File: src/rtl/timer_pkg.sv
// Shared types and default sizes for the interval timer controller.
package timer_pkg;

    localparam int DEF_WIDTH      = 32;
    localparam int DEF_PRESCALE_W = 8;

    typedef enum logic [1:0] {
        IDLE = 2'd0,
        LOAD = 2'd1,
        RUN  = 2'd2,
        DONE = 2'd3
    } timer_state_t;

endpackage

File: src/rtl/timer_count_dp.sv
// Settable up-counter: loads value when set is high, otherwise advances by STRIDE.
// Holding is done by setting the counter to its own value.
module timer_count_dp #(
    parameter int WIDTH  = 32,
    parameter int STRIDE = 1
) (
    input  logic             clk,
    input  logic             rst_n,
    input  logic             set,
    input  logic [WIDTH-1:0] value,
    output logic [WIDTH-1:0] count
);

    // Counter register; wraps modulo 2^WIDTH.
    always_ff @(posedge clk or negedge rst_n) begin
        if (!rst_n)
            count <= '0;
        else if (set)
            count <= value;
        else
            count <= count + WIDTH'(STRIDE);
    end

endmodule

File: src/rtl/timer_ctrl.sv
// Interval timer controller: sequences timer_count_dp through load/run/hold,
// compares against a match value and emits a registered one-cycle match pulse,
// one-shot or with periodic auto-reload.
// Optional macro TIMER_CTRL_PRESCALE_EN adds a RUN-cycle prescaler so the
// counter only advances (and compares) every cfg_prescale_i+1 cycles.
//
// state | meaning
// IDLE  | counter held, config accepted, waiting for start_i
// LOAD  | counter loaded with start value
// RUN   | counter advancing, compare active
// DONE  | one-shot matched, counter held, return to IDLE
module timer_ctrl
    import timer_pkg::*;
#(
    parameter int WIDTH            = DEF_WIDTH,
    parameter int INCREMENT_AMOUNT = 1
`ifdef TIMER_CTRL_PRESCALE_EN
    ,
    parameter int PRESCALE_W       = DEF_PRESCALE_W
`endif
) (
    input  logic                  clk,
    input  logic                  rst_n,
    input  logic                  cfg_valid_i,
    output logic                  cfg_ready_o,
    input  logic [WIDTH-1:0]      cfg_start_i,
    input  logic [WIDTH-1:0]      cfg_match_i,
    input  logic                  cfg_periodic_i,
`ifdef TIMER_CTRL_PRESCALE_EN
    input  logic [PRESCALE_W-1:0] cfg_prescale_i,
`endif
    input  logic                  start_i,
    input  logic                  stop_i,
    output logic                  busy_o,
    output logic                  match_o,
    output logic [WIDTH-1:0]      count_o
);

    timer_state_t     state_q, state_d;
    logic [WIDTH-1:0] start_r, match_r;
    logic             periodic_r;
    logic             match_d, match_q;
    logic             dp_set;
    logic [WIDTH-1:0] dp_value;
    logic             cfg_fire;
    logic             hit;
    logic             tick;

    assign cfg_ready_o = (state_q == IDLE);
    assign cfg_fire    = cfg_valid_i && cfg_ready_o;
    assign busy_o      = (state_q != IDLE);
    assign match_o     = match_q;
    assign hit         = (count_o == match_r);

    // Shadow config registers, written only while IDLE.
    always_ff @(posedge clk or negedge rst_n) begin
        if (!rst_n) begin
            start_r    <= '0;
            match_r    <= '0;
            periodic_r <= 1'b0;
        end else if (cfg_fire) begin
            start_r    <= cfg_start_i;
            match_r    <= cfg_match_i;
            periodic_r <= cfg_periodic_i;
        end
    end

`ifdef TIMER_CTRL_PRESCALE_EN
    logic [PRESCALE_W-1:0] prescale_r, pre_q;

    assign tick = (pre_q == prescale_r);

    // Prescale divisor capture and RUN-cycle divider, restarted in LOAD.
    always_ff @(posedge clk or negedge rst_n) begin
        if (!rst_n) begin
            prescale_r <= '0;
            pre_q      <= '0;
        end else begin
            if (cfg_fire)
                prescale_r <= cfg_prescale_i;
            if (state_q == LOAD)
                pre_q <= '0;
            else if (state_q == RUN)
                pre_q <= tick ? '0 : pre_q + 1'b1;
        end
    end
`else
    assign tick = 1'b1;
`endif

    // State register and registered match pulse.
    always_ff @(posedge clk or negedge rst_n) begin
        if (!rst_n) begin
            state_q <= IDLE;
            match_q <= 1'b0;
        end else begin
            state_q <= state_d;
            match_q <= match_d;
        end
    end

    // Next-state and counter control; default is to hold the counter.
    always_comb begin
        state_d  = state_q;
        match_d  = 1'b0;
        dp_set   = 1'b1;
        dp_value = count_o;
        unique case (state_q)
            IDLE: begin
                if (start_i)
                    state_d = LOAD;
            end
            LOAD: begin
                dp_value = start_r;
                state_d  = stop_i ? IDLE : RUN;
            end
            RUN: begin
                if (stop_i) begin
                    state_d = IDLE;
                end else if (tick) begin
                    if (hit) begin
                        match_d = 1'b1;
                        if (periodic_r)
                            dp_value = start_r;
                        else
                            state_d = DONE;
                    end else begin
                        dp_set = 1'b0;
                    end
                end
            end
            DONE: begin
                state_d = IDLE;
            end
            default: begin
                state_d = IDLE;
            end
        endcase
    end

    timer_count_dp #(
        .WIDTH  (WIDTH),
        .STRIDE (INCREMENT_AMOUNT)
    ) u_count_dp (
        .clk   (clk),
        .rst_n (rst_n),
        .set   (dp_set),
        .value (dp_value),
        .count (count_o)
    );

endmodule

File: config.mk
export PLATFORM = sky130hd
export DESIGN_NAME = timer_ctrl
export DESIGN_NICKNAME = d
export VERILOG_FILES = /design/src/rtl/timer_pkg.sv /design/src/rtl/timer_count_dp.sv /design/src/rtl/timer_ctrl.sv
export SDC_FILE = /design/constraint.sdc
export NUM_CORES = 1
export LEC_CHECK = 0
export CAP_MARGIN = 25
export CORE_ASPECT_RATIO = 1.4
export CORE_UTILIZATION = 30
export CTS_CLUSTER_SIZE = 10
export DETAILED_ROUTE_END_ITERATION = 8
export MAX_ROUTING_LAYER = met4
export SLEW_MARGIN = 20
export SYNTH_ARGS = -nofsm -noshare
export SYNTH_HDL_FRONTEND = slang
export SYNTH_SLANG_ARGS = --single-unit
export TNS_END_PERCENT = 20
File: constraint.sdc
create_clock -name clk -period 5.4 [get_ports clk]
set_clock_uncertainty 0.2 [all_clocks]
set_input_delay 1.35 -clock clk [delete_from_list [all_inputs] [get_ports clk]]
set_output_delay 1.35 -clock clk [all_outputs]
set_load 0.005 [all_outputs]
==> results.json <==
{
  "synth_fp_nets": 521,
  "fmaxAchievable_ghz": 0.293,
  "p_leak_uw": 0.00254,
  "postCtsSetupBuffers": 0,
  "drive_above_1_share_pct": 20.7,
  "grt_use_met3_pct": 3.33,
  "area_delta_synth_final_pct": 28.4,
  "antenna_found_initial": 0,
  "rsz0062_at_grt": "no",
  "cts_hold_buf": 0,
  "die_area_sq_um": 18000,
  "critical_path.max_fanout": 33,
  "worstPathRequired_ns": 5.43,
  "relSlewSlack_pct": 43.4,
  "syn-mean-instance-area_sq_um": 11.6,
  "tightest_slew_ns": 0.850,
  "layout_setup_ws_ns": 1.98,
  "ys_warn_count": 0,
  "antenna_left": 0,
  "grt_max_degree": 67,
  "cp-end-kind": "flip-flop",
  "synthTopCellsByCount": "dfrtp_1 (100), mux2_2 (72), nand2_1 (33)",
  "die_x_microns": 114,
  "grt_use_met1_pct": 19.1,
  "min_period_ns": 3.42,
  "synth_cells": 450,
  "synth.area.top_cells": "dfrtp_1 (48%), mux2_2 (16%), xor2_1 (5.4%)",
  "cts_tree": "done",
  "vias": 3807,
  "setup_violations": 0,
  "nets": 611,
  "yosysTopAreaCellShare_pct": 47.9,
  "arrival_ns": 3.45,
  "viasPerCell": 4.90,
  "clk_path_buf_depth": 2,
  "pre_cts_slack_ns": 1.59,
  "peakVddDrop_mv": 0.171,
  "syn_area_sq_um": 5220,
  "ys_types": 42,
  "slew_viol_final": 0,
  "grt_pass1_vias": 3963,
  "grt_busiest_layer": "met2",
  "cts_root_buffer": "clkbuf_16",
  "synth-edff-count": 0,
  "routed_wl_microns": 13700,
  "antenna_cells": 0,
  "worstSetupPathType": "input port to flip-flop",
  "worst_hold_slack_ns": 0.292,
  "post_cts_resized": 0,
  "grt_pass1_wl_microns": 21600,
  "core_area_sq_um": 16900,
  "fin_area_sq_um": 6710,
  "ioPinCount": 105,
  "overflow": 0,
  "track_usage_pct": 16.5,
  "clkLatencyLatePin_ns": 0.35,
  "rows": 56,
  "min_period_over_period_pct": 63.3,
  "place_area_sq_um": 6410,
  "cts_max_level": 3,
  "yosys.area.top_type": "dfrtp_1",
  "drc": 0,
  "die_h_microns": 158,
  "gr-usage-met2_pct": 28.4,
  "yosysMostFrequentCell": "dfrtp_1",
  "start_util_pct": 30.9,
  "dr.pass1.iters": 4,
  "wl_per_cell_microns": 17.6,
  "cts_sinks": 100,
  "gp_congestion": 0.779,
  "clk_pin_slew_ns": 0.07,
  "timing.final.hold_violations": 0,
  "synth-seq-cells": 100,
  "crit_path_start_kind": "input port",
  "status": "finished clean",
  "numCtsBuffers": 9,
  "max_cap_violations": 0,
  "powerDensity_nw_per_um2": 432,
  "dp_hpwl_microns": 10100,
  "synth-seq-area-share_pct": 47.9,
  "drt_first_iter_violations": 144,
  "synthFlopType": "dfrtp_1",
  "async_reset_ff_share_pct": 100,
  "tns_ns": 0,
  "hold_class": "flip-flop to flip-flop",
  "port_buffers": 104
}
critical path, stage by stage:
cell             delay (ns)
clkdlybuf4s50_1        0.45
nor2_1                 0.16
o21a_2                 0.68
buf_4                  0.42
mux2i_1                0.28
a2bb2oi_2              0.09
where the power goes:
part / internal, uW / leakage [uW] / switching (uW) / total, uW
sequential: 970 / 0.00115 / 312 / 1280
combinational: 576 / 0.00124 / 408 / 984
clock: 351 / 0.000146 / 278 / 628
total: 1900 / 0.00254 / 998 / 2900
area by class of cell:
cell class | count | area, sq um
multi-input cells | 314 | 2520
clock buffers | 13 | 270
inverters | 5 | 18.8
clock inverters | 3 | 18.8
flip-flops and latches | 100 | 2500
well taps | 232 | 290
fillers | 1631 | 10200
repair buffers | 110 | 1090
worst paths after layout:
kind                                       from                    to  slack (ns)  depth (start not counted)
setup / recovery                         stop_i  u_count_dp.count[23]        1.98                          6
hold / removal                       state_q[0]            state_q[0]        0.29                          1
setup reg to reg           u_count_dp.count[21]  u_count_dp.count[23]        2.01                          7
hold reg to reg                      state_q[0]            state_q[0]        0.29                          1
max in group asynchronous                 rst_n            match_r[8]        3.13                          2
min in group asynchronous                 rst_n           start_r[27]        0.90                          1
sequential cells by signal (all words and copies together) (netlist names):
signal	flops
start_r	32
match_r	32
u_count_dp.count	32
match_o	1
periodic_r	1
state_q	2
cell families (layout without fill, tap and decap cells):
kind of cell | count (synthesis) | after routing | synth area share [%]
flip-flops | 100 | 100 | 47.9
AND/OR/NAND/NOR | 118 | 118 | 12.3
XOR/XNOR | 32 | 32 | 5.37
AO/OA/AOI/OAI | 71 | 71 | 10.9
adder cells (fa/ha/maj) | 1 | 1 | 0.239
multiplexers | 92 | 92 | 19.4
buffers and inverters | 36 | 131 | 3.90
cells in the final DEF, fill, tap and decap left out, types with 9 or more instances in the layout:
cell             Yosys  routed
clkdlybuf4s50_1      0     103
dfrtp_1            100     100
mux2_2              72      72
nand2_1             33      33
xor2_1              32      32
a21oi_1             32      32
mux2i_1             20      20
nand3_1             18      18
nor2_1              13      13
nand4_1             12      12
a2bb2oi_2           10      10
clkbuf_16            0       9
routing by layer:
metal  wire length, microns  vias to the layer above
li1                       -                     1805
met1                   5810                     1890
met2                   7060                       95
met3                    554                       17
met4                    253                        0
met5                      0                        -
metrics by stage:
step,instances,total power [uW],utilization [%]
after CTS,776,2920,39.7
after detailed placement,760,2280,37.9
after floorplan,450,1790,-
after global placement,759,2260,37.9
final,777,2900,39.7
after global routing,777,3060,39.7
Power figures use the tool's default switching activity.
